File: src/rtl/obm_dma_if.sv
// Bus bundle for the OBM DMA engine: source-RAM read port plus the VRAM write
// port that fills Object Memory.
interface obm_dma_if #(
    parameter int VRAM_ADDR_WIDTH = 12
);
    logic                       src_rd;
    logic [15:0]                src_addr;
    logic [7:0]                 src_data;
    logic [VRAM_ADDR_WIDTH-1:0] vram_address;
    logic [7:0]                 vram_data;
    logic                       write_enable;
    logic                       SELECT_obm;

    modport master (
        output src_rd,
        output src_addr,
        input  src_data,
        output vram_address,
        output vram_data,
        output write_enable,
        output SELECT_obm
    );

    modport slave (
        input  src_rd,
        input  src_addr,
        output src_data,
        input  vram_address,
        input  vram_data,
        input  write_enable,
        input  SELECT_obm
    );
endinterface

File: src/rtl/obm_dma.sv
// OBM DMA: copies NUM_OBJECTS*4 bytes from a CPU RAM page into Object Memory,
// one fetch/store pair per byte, issuing fetches only while the write window is open.
module obm_dma #(
    parameter int                         VRAM_ADDR_WIDTH = 12,
    parameter int                         NUM_OBJECTS     = 64,
    parameter logic [VRAM_ADDR_WIDTH-1:0] OBM_BASE        = 12'h800
) (
    input  logic             cpu_clk,
    input  logic             rst,
    input  logic             start,
    input  logic [7:0]       src_page,
    input  logic             allow,
    obm_dma_if.master        bus,
    output logic             busy,
    output logic             done
);

    localparam int         XFER_LEN = NUM_OBJECTS * 4;
    localparam logic [7:0] LAST_IDX = 8'(XFER_LEN - 1);

    typedef enum logic [1:0] {
        ST_IDLE  = 2'd0,
        ST_FETCH = 2'd1,
        ST_STORE = 2'd2,
        ST_DONE  = 2'd3
    } state_t;

    state_t                     state_r;
    state_t                     state_s;
    logic [7:0]                 idx_r;
    logic [7:0]                 idx_s;
    logic [7:0]                 page_r;
    logic [7:0]                 page_s;

    logic                       src_rd_s;
    logic [15:0]                src_addr_s;
    logic [VRAM_ADDR_WIDTH-1:0] vram_address_s;
    logic [7:0]                 vram_data_s;
    logic                       write_enable_s;
    logic                       busy_s;
    logic                       done_s;

    // State, byte index and latched source page
    always_ff @(posedge cpu_clk) begin
        if (rst) begin
            state_r <= ST_IDLE;
            idx_r   <= 8'd0;
            page_r  <= 8'd0;
        end else begin
            state_r <= state_s;
            idx_r   <= idx_s;
            page_r  <= page_s;
        end
    end

    // Next-state and bus strobes; read data is forwarded straight into the
    // STORE cycle because the source RAM answers exactly one cycle after src_rd.
    always_comb begin
        state_s        = state_r;
        idx_s          = idx_r;
        page_s         = page_r;
        src_rd_s       = 1'b0;
        src_addr_s     = 16'h0000;
        vram_address_s = {VRAM_ADDR_WIDTH{1'b0}};
        vram_data_s    = 8'h00;
        write_enable_s = 1'b0;
        busy_s         = 1'b1;
        done_s         = 1'b0;

        case (state_r)
            ST_IDLE: begin
                busy_s = 1'b0;
                if (start) begin
                    page_s  = src_page;
                    idx_s   = 8'd0;
                    state_s = ST_FETCH;
                end else begin
                    state_s = ST_IDLE;
                end
            end
            ST_FETCH: begin
                if (allow) begin
                    src_rd_s   = 1'b1;
                    src_addr_s = {page_r, idx_r};
                    state_s    = ST_STORE;
                end else begin
                    state_s    = ST_FETCH;
                end
            end
            ST_STORE: begin
                // The store finishes regardless of allow: its data is already on the bus.
                write_enable_s = 1'b1;
                vram_address_s = OBM_BASE + VRAM_ADDR_WIDTH'(idx_r);
                vram_data_s    = bus.src_data;
                if (idx_r == LAST_IDX) begin
                    state_s = ST_DONE;
                end else begin
                    idx_s   = idx_r + 8'd1;
                    state_s = ST_FETCH;
                end
            end
            ST_DONE: begin
                done_s  = 1'b1;
                state_s = ST_IDLE;
            end
            default: begin
                busy_s  = 1'b0;
                state_s = ST_IDLE;
            end
        endcase
    end

    assign bus.src_rd       = src_rd_s;
    assign bus.src_addr     = src_addr_s;
    assign bus.vram_address = vram_address_s;
    assign bus.vram_data    = vram_data_s;
    assign bus.write_enable = write_enable_s;
    assign bus.SELECT_obm   = write_enable_s;
    assign busy             = busy_s;
    assign done             = done_s;

endmodule
File: src/flat_wrapper.sv
// flat-port wrapper written by rule: the top's interface ports become plain ports
module obm_dma_flat 
#(
    parameter int                         VRAM_ADDR_WIDTH = 12,
    parameter int                         NUM_OBJECTS     = 64,
    parameter logic [VRAM_ADDR_WIDTH-1:0] OBM_BASE        = 12'h800
)
  (cpu_clk, rst, start, src_page, allow, busy, done, bus_src_rd, bus_src_addr, bus_src_data, bus_vram_address, bus_vram_data, bus_write_enable, bus_SELECT_obm);
  obm_dma_if #(.VRAM_ADDR_WIDTH(VRAM_ADDR_WIDTH)) bus_i ();
  input  logic cpu_clk;
  input  logic rst;
  input  logic start;
  input  logic [7:0] src_page;
  input  logic allow;
  output logic busy;
  output logic done;
  output wire logic [$bits(bus_i.src_rd)-1:0] bus_src_rd;
  output wire logic [$bits(bus_i.src_addr)-1:0] bus_src_addr;
  input wire logic [$bits(bus_i.src_data)-1:0] bus_src_data;
  output wire logic [$bits(bus_i.vram_address)-1:0] bus_vram_address;
  output wire logic [$bits(bus_i.vram_data)-1:0] bus_vram_data;
  output wire logic [$bits(bus_i.write_enable)-1:0] bus_write_enable;
  output wire logic [$bits(bus_i.SELECT_obm)-1:0] bus_SELECT_obm;
  assign bus_src_rd = bus_i.src_rd;
  assign bus_src_addr = bus_i.src_addr;
  assign bus_i.src_data = bus_src_data;
  assign bus_vram_address = bus_i.vram_address;
  assign bus_vram_data = bus_i.vram_data;
  assign bus_write_enable = bus_i.write_enable;
  assign bus_SELECT_obm = bus_i.SELECT_obm;
  obm_dma #(.VRAM_ADDR_WIDTH(VRAM_ADDR_WIDTH), .NUM_OBJECTS(NUM_OBJECTS), .OBM_BASE(OBM_BASE)) u_core (.cpu_clk(cpu_clk), .rst(rst), .start(start), .src_page(src_page), .allow(allow), .bus(bus_i), .busy(busy), .done(done));
endmodule
File: config.mk
export PLATFORM = sky130hd
export DESIGN_NAME = obm_dma_flat
export DESIGN_NICKNAME = d
export VERILOG_FILES = /design/src/rtl/obm_dma_if.sv /design/src/rtl/obm_dma.sv /design/src/flat_wrapper.sv
export SDC_FILE = /design/constraint.sdc
export NUM_CORES = 1
export LEC_CHECK = 0
export CAP_MARGIN = 20
export CELL_PAD_IN_SITES_DETAIL_PLACEMENT = 0
export CELL_PAD_IN_SITES_GLOBAL_PLACEMENT = 1
export CORE_MARGIN = 2
export CORE_UTILIZATION = 26
export DETAILED_ROUTE_END_ITERATION = 8
export GPL_TIMING_DRIVEN = 0
export HOLD_SLACK_MARGIN = 0.12
export PLACE_DENSITY = 0.78
export SLEW_MARGIN = 15
export SYNTH_ARGS = -nofsm -noshare
export SYNTH_HDL_FRONTEND = slang
export SYNTH_SLANG_ARGS = --single-unit
File: constraint.sdc
create_clock -name cpu_clk -period 2.3 [get_ports cpu_clk]
set_input_delay 0.46 -clock cpu_clk [delete_from_list [all_inputs] [get_ports cpu_clk]]
set_output_delay 0.46 -clock cpu_clk [all_outputs]
set_load 0.1 [all_outputs]
==> summary.md, run 1 <==
| Metric | Value |
|---|---|
| Worst Setup Start Kind | `input port` |
| CTS tree | `built` |
| Die span in y | `68.9 um` |
| Share of cells above drive strength 1 | `38.8%` |
| Setup Skew | `0.970 ps` |
| Max cap viols | `0` |
| Routability cong. | `0.823` |
| RSZ-0062 raised after global routing | `no` |
| Root Buffer | `clkbuf_8` |
| Final setup viols | `0` |
| Clk buf depth | `2` |
| DP Area | `1760 sq um` |
| Die width | `68.9 um` |
| Commonest non-fill, non-tap cell in the layout | `nand2_1` |
| # clock sinks | `18` |
| CP max FO | `4` |
| Vias in the first global route | `983` |
| Worst setup EP type | `output port` |
| # fillers | `425` |
| WL final | `2.94 mm` |
| Vias per cell | `4.46` |
| Global-route wire length before repair | `4.53 mm` |
| Most frequent cells in the layout | `nand2_1 (23), clkdlybuf4s50_1 (18), dfxtp_1 (18), clkbuf_4 (17)` |
| Ant. Diodes | `0` |
| Largest net degree at the start of global routing | `13` |
| YS warnings | `0` |
| Router iterations before antenna repair | `4` |
| FF+latch count, synth | `18` |
| Cts hold-fix bufs | `0` |
| Final clock period utilization by the worst path | `96.1%` |
| FP Rows | `23` |
| Clock latency on the worst-skew pair | `260 ps` |
| WP data required | `1840 ps` |
| PortBufs | `56` |
| Vias | `1142` |
| Largest stage delay, worst path | `470 ps` |
| Worst-path clk slew | `70 ps` |
| Crit-path cells | `clkdlybuf4s50_1 -> and3b_2 -> buf_4 -> and2_1 -> clkbuf_4` |
| Status | `finished clean` |
| Maximum VDD drop | `0.215 mV` |
| CP max stage cell | `clkdlybuf4s50_1` |
| Number of I/O pins | `61` |
| Distinct cells, synth | `35` |
| Total grt overflow | `0` |
| Die ar. | `4740 sq um` |
| Avg Cell Area, Syn | `7.65 sq um` |
| Seq/Total Area, Yosys | `33.0%` |
| Worst-margin pin slew | `954 ps` |
| Leakage power | `0.801 nW` |
| 1st-iter DRT viols | `25` |
| Post-Syn Area | `1090 sq um` |
| Wire per inst | `11.5 um` |
| Post-Layout Cell Count | `256` |
| Hold Path Class | `flip-flop to flip-flop` |
| Core area | `4030 sq um` |
| # placed instances | `251` |
| Setup Crit Path Kind | `input port to output port` |
| Relative slew slack | `36.6%` |
| Post-DP HPWL | `2.16 mm` |
| Synth Instances | `143` |
| Initial antenna violation count | `0` |
| DRC viols | `0` |
| CP arrival | `1750 ps` |
| Final Instance Area | `1780 sq um` |
| Final #Nets | `228` |
| Slew Viols, Final | `0` |
| Initial Util | `27.1%` |
| Antenna-violating nets left | `0` |
| Achievable Freq | `453 MHz` |
| Total CTS buffers | `3` |
| Min Clock Period, post-route | `2210 ps` |
| H-tree Lvls | `1` |
| GR Util All Layers | `12.9%` |
| Area Growth Syn to Fin | `63.0%` |
| Pwr/cell area | `450 nW/um^2` |
| Final Hold Vio Count | `0` |
[cell families (layout without fill, tap and decap cells)]
logic type,after synthesis,after routing,share of synthesized area (%)
muxes,1,1,1.03
AOI/OAI and AO/OA,26,26,15.7
DFF,18,18,33.0
adders and majority gates,1,1,1.14
buffers and inverters,16,77,7.32
other,1,3,0.343
xor gates and xnor gates,1,1,0.801
and+or+nand+nor,79,79,40.7
[repair_timing]
item                                    in CTS  in global routing
buffers inserted                             0                  2
endpoints found under the setup margin      38                 35
pin swaps                                    0                  0
gates resized for setup                    200                 27
[routing by layer]
layer  vias up  wire length, um  track usage, %  share of wire, %
li1        595                -               -                 -
met1       500             1280            16.4                43
met2        42             1340            20.6                45
met4         0               71            7.35               2.4
met3         5              254            2.27               8.6
met5         -                0               0                 0
[flip-flops by register name, indices dropped and copies added (netlist names)]
name and flops:
u_core.page_r 8, u_core.state_r 2, u_core.idx_r 8
[path summary, 6_finish.rpt]
| check | from | end | slack (ps) | depth (start not counted) |
|---|---|---|---|---|
| worst max register to register | u_core.idx_r[0] | u_core.idx_r[5] | 590 | 5 |
| worst min register to register | u_core.page_r[2] | u_core.page_r[2] | 450 | 2 |
| worst min-delay path | u_core.page_r[2] | u_core.page_r[2] | 450 | 2 |
| worst max-delay path | allow | bus_src_addr[4] | 90 | 5 |
[power breakdown]
part           internal (W)  switching, W
combinational     0.0000710      0.000133
sequential         0.000323    0.00000761
clock              0.000153      0.000115
total              0.000547      0.000256
[per-stage QoR]
step                setup slack (ps)  power (W)  utilization [%]  TNS (ps)  hold WS, ps
floorplan                       82.8   0.000478                -         0          432
global placement               -1180   0.000540             43.6    -23880          438
detailed placement             -1160   0.000541             43.6    -23530          445
CTS                             12.9   0.000810             43.0         0          456
global route                    11.9   0.000839             44.3         0          482
finish                          90.3   0.000803             44.3         0          454
[worst max-delay path: cells and delay by family]
family	cells	cell delay, ps
buffers and inverters	3	920
AND/OR/NAND/NOR	2	370
[Yosys cell counts]
library cell / n / area, sq um
dfxtp_1: 18 / 360
a21o_2: 1 / 8.76
nand3_1: 6 / 30.0
a211o_1: 1 / 8.76
nand2_1: 23 / 86.3
and4_4: 1 / 11.3
or4_1: 1 / 7.51
clkbuf_1: 7 / 26.3
or3b_2: 1 / 8.76
and2_4: 1 / 8.76
a221oi_1: 1 / 8.76
mux2_2: 1 / 11.3
or3_1: 1 / 6.26
o211ai_1: 2 / 15.0
and2_2: 1 / 7.51
a31oi_1: 2 / 12.5
inv_1: 3 / 11.3
xor2_1: 1 / 8.76
or2_2: 2 / 12.5
and2_1: 32 / 200
nand2b_1: 2 / 12.5
ha_1: 1 / 12.5
a31o_4: 1 / 17.5
and3_2: 1 / 7.51
buf_2: 1 / 5.00
a311oi_1: 1 / 8.76
o221ai_1: 1 / 8.76
nand2b_4: 1 / 13.8
a21oi_1: 15 / 75.1
o21bai_1: 1 / 7.51
buf_4: 5 / 37.5
nor2_1: 4 / 15.0
or3b_1: 1 / 8.76
conb_1: 1 / 3.75
and3b_1: 1 / 8.76
[cell type report]
class / count / area [sq um] / area share (%)
clock buffer: 4 / 55.1 / 3.09
sequential: 18 / 360 / 20.2
tap: 50 / 62.6 / 3.51
buffer: 12 / 77.6 / 4.35
multi-input combinational: 111 / 689 / 38.7
inverter: 3 / 11.3 / 0.632
timing repair buffer: 58 / 527 / 29.5
No activity file was read; power rests on OpenSTA's default activity.
==> inputs of run 2 (changes only) <==
--- a/config.mk
+++ b/config.mk
@@ -8,7 +8,8 @@
 export CAP_MARGIN = 20
 export CELL_PAD_IN_SITES_DETAIL_PLACEMENT = 0
 export CELL_PAD_IN_SITES_GLOBAL_PLACEMENT = 1
-export CORE_MARGIN = 2
+export CORE_ASPECT_RATIO = 0.7
+export CORE_MARGIN = 5
 export CORE_UTILIZATION = 26
 export DETAILED_ROUTE_END_ITERATION = 8
 export GPL_TIMING_DRIVEN = 0
==> run 2 against run 1 <==
Cell count is the same. Sequential power is essentially flat. Clock power down 4%. Count of clock-buffer cells in the layout stayed put. Power decreased by 1.5%. Routed wire length grew 8.0%. Highest routed layer is now met3. Design area down 0.28%. Register-to-register slack is essentially flat. Die area up 19%. Critical endpoint unchanged.
==> summary.md, run 2 (same netlist as run 1, synthesis figures left out) <==
| Metric | Value |
|---|---|
| Sw Ratio | `31.3%` |
| Die ar. | `5620 sq um` |
| Largest stage delay, worst path | `470 ps` |
| CP arrival | `1790 ps` |
| Clk buf depth | `2` |
| Die span in y | `64.3 um` |
| FP Rows | `19` |
| Vias | `1121` |
| Pre-CTS WS | `-1140 ps` |
| Total grt overflow | `0` |
| Worst-margin pin slew | `954 ps` |
| PortBufs | `56` |
| Hold Path Class | `flip-flop to flip-flop` |
| Min Clock Period, post-route | `2250 ps` |
| Slew Viols, Final | `0` |
| Antenna-violating nets left | `0` |
| Initial antenna violation count | `0` |
| Worst Setup Start Kind | `input port` |
| Core Util, Final | `44.5%` |
| 1st-iter DRT viols | `66` |
| Share of cells above drive strength 1 | `38.2%` |
| Maximum VDD drop | `0.301 mV` |
| Root Buffer | `clkbuf_8` |
| Commonest non-fill, non-tap cell in the layout | `nand2_1` |
| Number of I/O pins | `61` |
| Clock latency on the worst-skew pair | `250 ps` |
| Clk network pwr share | `32.6%` |
| Final setup viols | `0` |
| H-tree Lvls | `1` |
| Post-Layout Cell Count | `256` |
| Final clock period utilization by the worst path | `97.6%` |
| # clock sinks | `18` |
| CTS tree | `built` |
| Total CTS buffers | `3` |
| WL final | `3.18 mm` |
| Largest delay share family, worst path | `buffers and inverters` |
| Setup Skew | `0.495 ps` |
| Achievable Freq | `445 MHz` |
| Max cap viols | `0` |
| Worst setup EP type | `output port` |
| RSZ-0062 raised after global routing | `yes` |
| Crit-path cells | `clkdlybuf4s50_1 -> and3b_2 -> and2_1 -> buf_2` |
| Vias per cell | `4.38` |
| GR Util All Layers | `11.3%` |
| WP data required | `1840 ps` |
| Global-route wire length before repair | `5.13 mm` |
| Most frequent cells in the layout | `nand2_1 (23), clkdlybuf4s50_1 (18), dfxtp_1 (18)` |
| DRC viols | `0` |
| Router iterations before antenna repair | `4` |
| Die width | `87.5 um` |
| Initial Util | `27.4%` |
| Pwr/cell area | `445 nW/um^2` |
| Area Growth Syn to Fin | `62.6%` |
| Largest regs | `u_core.idx_r x8, u_core.page_r x8, u_core.state_r x2` |
| Status | `finished clean` |
| Worst path bufs/invs | `2` |
| # placed instances | `253` |
| Post-DP HPWL | `2.45 mm` |
| Setup Crit Path Kind | `input port to output port` |
| Worst-path clk slew | `70 ps` |
| Wire per inst | `12.4 um` |
| Switch Pwr | `0.000247 W` |
| CP max FO | `9` |
| Largest net degree at the start of global routing | `13` |
| Routability cong. | `0.809` |
| Vias in the first global route | `1000` |
| Cts hold-fix bufs | `0` |
| Gate power share | `25.6%` |
| Int Pwr | `0.000543 W` |
| Sequential power share | `41.8%` |
| Final #Nets | `226` |
| Core area | `3990 sq um` |
| Setup WS post-layout | `54.7 ps` |
| Ant. Diodes | `0` |
| Relative slew slack | `36.7%` |
| Leakage power | `0.790 nW` |
| CP max stage cell | `clkdlybuf4s50_1` |
| Final Hold Vio Count | `0` |
-- run 2: cell types whose count changed in the layout (fill, tap and decap cells not counted), sizes merged --
cell,delta
clkbuf,-2
buf,-1
clkdlybuf4s15,+1
-- run 2: worst paths after layout --
path / startpoint / endpoint / slack (ps) / depth (start not counted)
max reg2reg: u_core.idx_r[0] / u_core.idx_r[5] / 600 / 5
min reg2reg: u_core.page_r[7] / u_core.page_r[7] / 450 / 2
max: allow / bus_src_addr[4] / 50 / 4
min: u_core.page_r[7] / u_core.page_r[7] / 450 / 2
-- run 2: routing by layer --
metal / routed length, um / global-route usage [%] / up-vias
met5: 0 / 0 / -
met3: 223 / 3.34 / 0
li1: - / - / 589
met1: 1590 / 17.6 / 501
met2: 1360 / 15.4 / 31
met4: 0 / 1.15 / 0
-- run 2: power by group through the flow --
stage               logic, W  registers (W)  clock network (W)
global route        0.000215       0.000333           0.000279
CTS                 0.000203       0.000331           0.000265
finish              0.000202       0.000331           0.000258
floorplan           0.000142       0.000336                  0
detailed placement  0.000204       0.000338                  0
global placement    0.000203       0.000338                  0
-- run 2: through the flow --
stage          cell area (sq um)  hold slack [ps]  total power [W]  TNS, ps
2_1_floorplan               1130              432         0.000478        0
3_3_place_gp                1760              438         0.000541   -23550
3_5_place_dp                1760              445         0.000542   -23380
4_1_cts                     1750              454         0.000798        0
5_1_grt                     1780              475         0.000826    -1.14
6_report                    1780              452         0.000790        0
-- run 2: tightest hold or removal path: cells and delay by family, from the launching register on --
family	cells	cell delay, ps
flops	1	310
simple gates	1	50
compound gates	1	50
-- run 2: layout make-up --
cell class | count | area [sq um]
flip-flops and latches | 18 | 360
fillers | 426 | 2220
multi-input cells | 111 | 689
clock buffers | 4 | 55.1
inverters | 3 | 11.3
plain buffers | 12 | 77.6
repair buffers | 56 | 519
well taps | 52 | 65.1
-- run 2: what timing repair did --
| item | 4_1_cts | 5_1_grt |
|---|---|---|
| endpoints found under the setup margin | 38 | 25 |
| setup buffers | 0 | 0 |
| gates resized for setup | 199 | 28 |
| gates cloned | 0 | 0 |
==> inputs of run 3 (changes only) <==
--- a/config.mk
+++ b/config.mk
@@ -10,11 +10,12 @@
 export CELL_PAD_IN_SITES_GLOBAL_PLACEMENT = 1
 export CORE_ASPECT_RATIO = 0.7
 export CORE_MARGIN = 5
-export CORE_UTILIZATION = 26
+export CORE_UTILIZATION = 23
+export CTS_CLUSTER_DIAMETER = 40
 export DETAILED_ROUTE_END_ITERATION = 8
 export GPL_TIMING_DRIVEN = 0
 export HOLD_SLACK_MARGIN = 0.12
-export PLACE_DENSITY = 0.78
+export PLACE_DENSITY = 0.73
 export SLEW_MARGIN = 15
 export SYNTH_ARGS = -nofsm -noshare
 export SYNTH_HDL_FRONTEND = slang
==> constraint.sdc (replaced) <==
create_clock -name cpu_clk -period 1.9 [get_ports cpu_clk]
set_input_delay 0.38 -clock cpu_clk [delete_from_list [all_inputs] [get_ports cpu_clk]]
set_output_delay 0.38 -clock cpu_clk [all_outputs]
set_load 0.1 [all_outputs]
==> run 3 against run 2 <==
First-iteration DRC count up 73%. Global-route usage up 0.73 points. Clock skew up 0.58 ps. Via count up 6.1%. Largest power group unchanged. Routed wire length up 16%. Sequential share of layout area down 1.9 points. Sequential power up 21%. Die area up 11%. Clock power up 3%.
==> summary.md, run 3 (same netlist as run 1, synthesis figures left out) <==
| Metric | Value |
|---|---|
| Gate power share | `28.7%` |
| # placed instances | `258` |
| CTS tree | `built` |
| Fin Setup TNS | `0 ps` |
| Worst hold stages | `2` |
| Core area | `4700 sq um` |
| Total CTS buffers | `3` |
| R2R depth | `5` |
| Global-route wire length before repair | `5.71 mm` |
| Switch Pwr | `0.000309 W` |
| Vias in the first global route | `1109` |
| Final clock period utilization by the worst path | `97.5%` |
| Die width | `92.4 um` |
| Slew Viols, Final | `0` |
| Largest stage delay, worst path | `380 ps` |
| Commonest non-fill, non-tap cell in the layout | `nand2_1` |
| Achievable Freq | `540 MHz` |
| Worst setup EP type | `output port` |
| Vias per cell | `4.49` |
| Post-DP HPWL | `2.55 mm` |
| H-tree Lvls | `1` |
| Min Clock Period, post-route | `1850 ps` |
| Worst reg-to-reg setup slack | `170 ps` |
| Largest net degree at the start of global routing | `13` |
| Root Buffer | `clkbuf_8` |
| Worst Setup Start Kind | `flip-flop` |
| Pre-CTS WS | `-1370 ps` |
| Initial antenna violation count | `0` |
| Maximum VDD drop | `0.209 mV` |
| Clk network pwr share | `28.5%` |
| Crit-path cells | `and3b_2 -> buf_8 -> and2_4 -> buf_12` |
| Most frequent cells in the layout | `nand2_1 (23), buf_4 (18), clkdlybuf4s50_1 (17), dfxtp_1 (16)` |
| GR Util All Layers | `12.0%` |
| Worst-path clk slew | `70 ps` |
| CP max stage cell | `dfxtp_4` |
| Die span in y | `67.7 um` |
| Number of I/O pins | `61` |
| Final setup viols | `0` |
| Vias | `1189` |
| Status | `finished clean` |
| Post-Layout Cell Count | `265` |
| Worst hold path endpoint | `u_core.page_r[6]` |
| Worst path depth | `4` |
| PortBufs | `56` |
| Hold_sp | `u_core.page_r[6]` |
| CP arrival | `1470 ps` |
| Clk buf depth | `2` |
| Share of cells above drive strength 1 | `44.2%` |
| Routability cong. | `0.792` |
| Wire per inst | `13.9 um` |
| CP max FO | `8` |
| Clock latency on the worst-skew pair | `250 ps` |
| DRC viols | `0` |
| Cts hold-fix bufs | `0` |
| Relative slew slack | `62.0%` |
| Area Growth Syn to Fin | `83.4%` |
| Sw Ratio | `33.0%` |
| Hold Path Class | `flip-flop to flip-flop` |
| Max cap viols | `0` |
| WL final | `3.67 mm` |
| Leakage power | `0.856 nW` |
| Sequential power share | `42.8%` |
| Largest delay share family, worst path | `simple AND/OR/NAND/NOR gates` |
| Largest regs | `u_core.idx_r x8, u_core.page_r x8, u_core.state_r x2` |
| Ant. Diodes | `0` |
| Final Hold Vio Count | `0` |
| Router iterations before antenna repair | `4` |
| Worst-margin pin slew | `568 ps` |
| Setup Skew | `1.08 ps` |
| Setup WS post-layout | `47.2 ps` |
| Setup Crit Path Kind | `flip-flop to output port` |
| Die ar. | `6260 sq um` |
| FP Rows | `21` |
| WP data required | `1520 ps` |
| Int Pwr | `0.000629 W` |
| Worst path bufs/invs | `2` |
| Pwr/cell area | `468 nW/um^2` |
| Initial Util | `23.3%` |
| Antenna-violating nets left | `0` |
| # clock sinks | `18` |
| Total grt overflow | `0` |
| 1st-iter DRT viols | `114` |
| Final #Nets | `231` |
| Crit Reg-Reg Endpoint | `u_core.idx_r[5]` |
| Worst R2R Start | `u_core.idx_r[0]` |
## run 3: cell types whose count changed in the layout (fill, tap and decap cells not counted), moves of 3 or more
cell      previous run  this run
clkbuf_4            15         1
clkbuf_2             3         0
buf_2                5         2
and2_1              15         9
buf_8                1        11
buf_6                4         7
buf_4               12        18
buf_12               3         9
and2_4               6        10
## run 3: worst max path at each step
stage / to / from
after floorplan: bus_src_addr[0] / u_core.state_r[1]
after global placement: bus_src_addr[7] / allow
after detailed placement: bus_src_addr[14] / allow
after CTS: bus_vram_address[3] / u_core.state_r[0]
after global routing: bus_src_addr[8] / u_core.state_r[1]
final: bus_src_addr[10] / u_core.state_r[1]
## run 3: what timing repair did
| action | CTS | global route |
|---|---|---|
| setup buffers | 1 | 2 |
| pin swaps | 1 | 1 |
| gates resized for setup | 262 | 20 |
| setup endpoints to repair | 38 | 25 |
| gates cloned | 2 | 0 |
## run 3: worst register-to-register path, stage by stage, from the launching register on
cell	delay (ps)
dfxtp_1	380
ha_1	270
and2_4	190
a31o_4	260
or4_1	460
o221ai_1	90
## run 3: power by group through the flow
stage,clock [W],combinational (W),sequential (W)
after floorplan,0,0.000175,0.000407
after global placement,0,0.000252,0.000410
after detailed placement,0,0.000251,0.000409
after CTS,0.000277,0.000263,0.000403
after global routing,0.000293,0.000284,0.000404
final,0.000267,0.000269,0.000402
## run 3: cell type report
cell class,instances,area (sq um)
timing repair buffer,60,719
clock buffer,3,41.3
sequential,18,368
tap,57,71.3
fill,494,2700
multi-input combinational,112,713
inverter,3,11.3
buffer,12,81.3
## run 3: stage by stage
stage / instance area, sq um / hold slack, ps / utilization, % / total power (W)
final: 2010 / 456 / 42.6 / 0.000938
after global routing: 2010 / 476 / 42.6 / 0.000981
after CTS: 1920 / 457 / 40.9 / 0.000943
after detailed placement: 1790 / 446 / 38.0 / 0.000661
after global placement: 1790 / 441 / 38.0 / 0.000661
after floorplan: 1160 / 432 / - / 0.000582
## run 3: layer usage
metal / up-vias / track usage, % / wire length [um] / share of wire (%)
li1: 602 / - / - / -
met1: 534 / 17.5 / 1840 / 50
met2: 51 / 17.2 / 1500 / 41
met3: 2 / 2.90 / 289 / 7.9
met4: 0 / 3.89 / 41 / 1.1
met5: - / 0 / 0 / 0
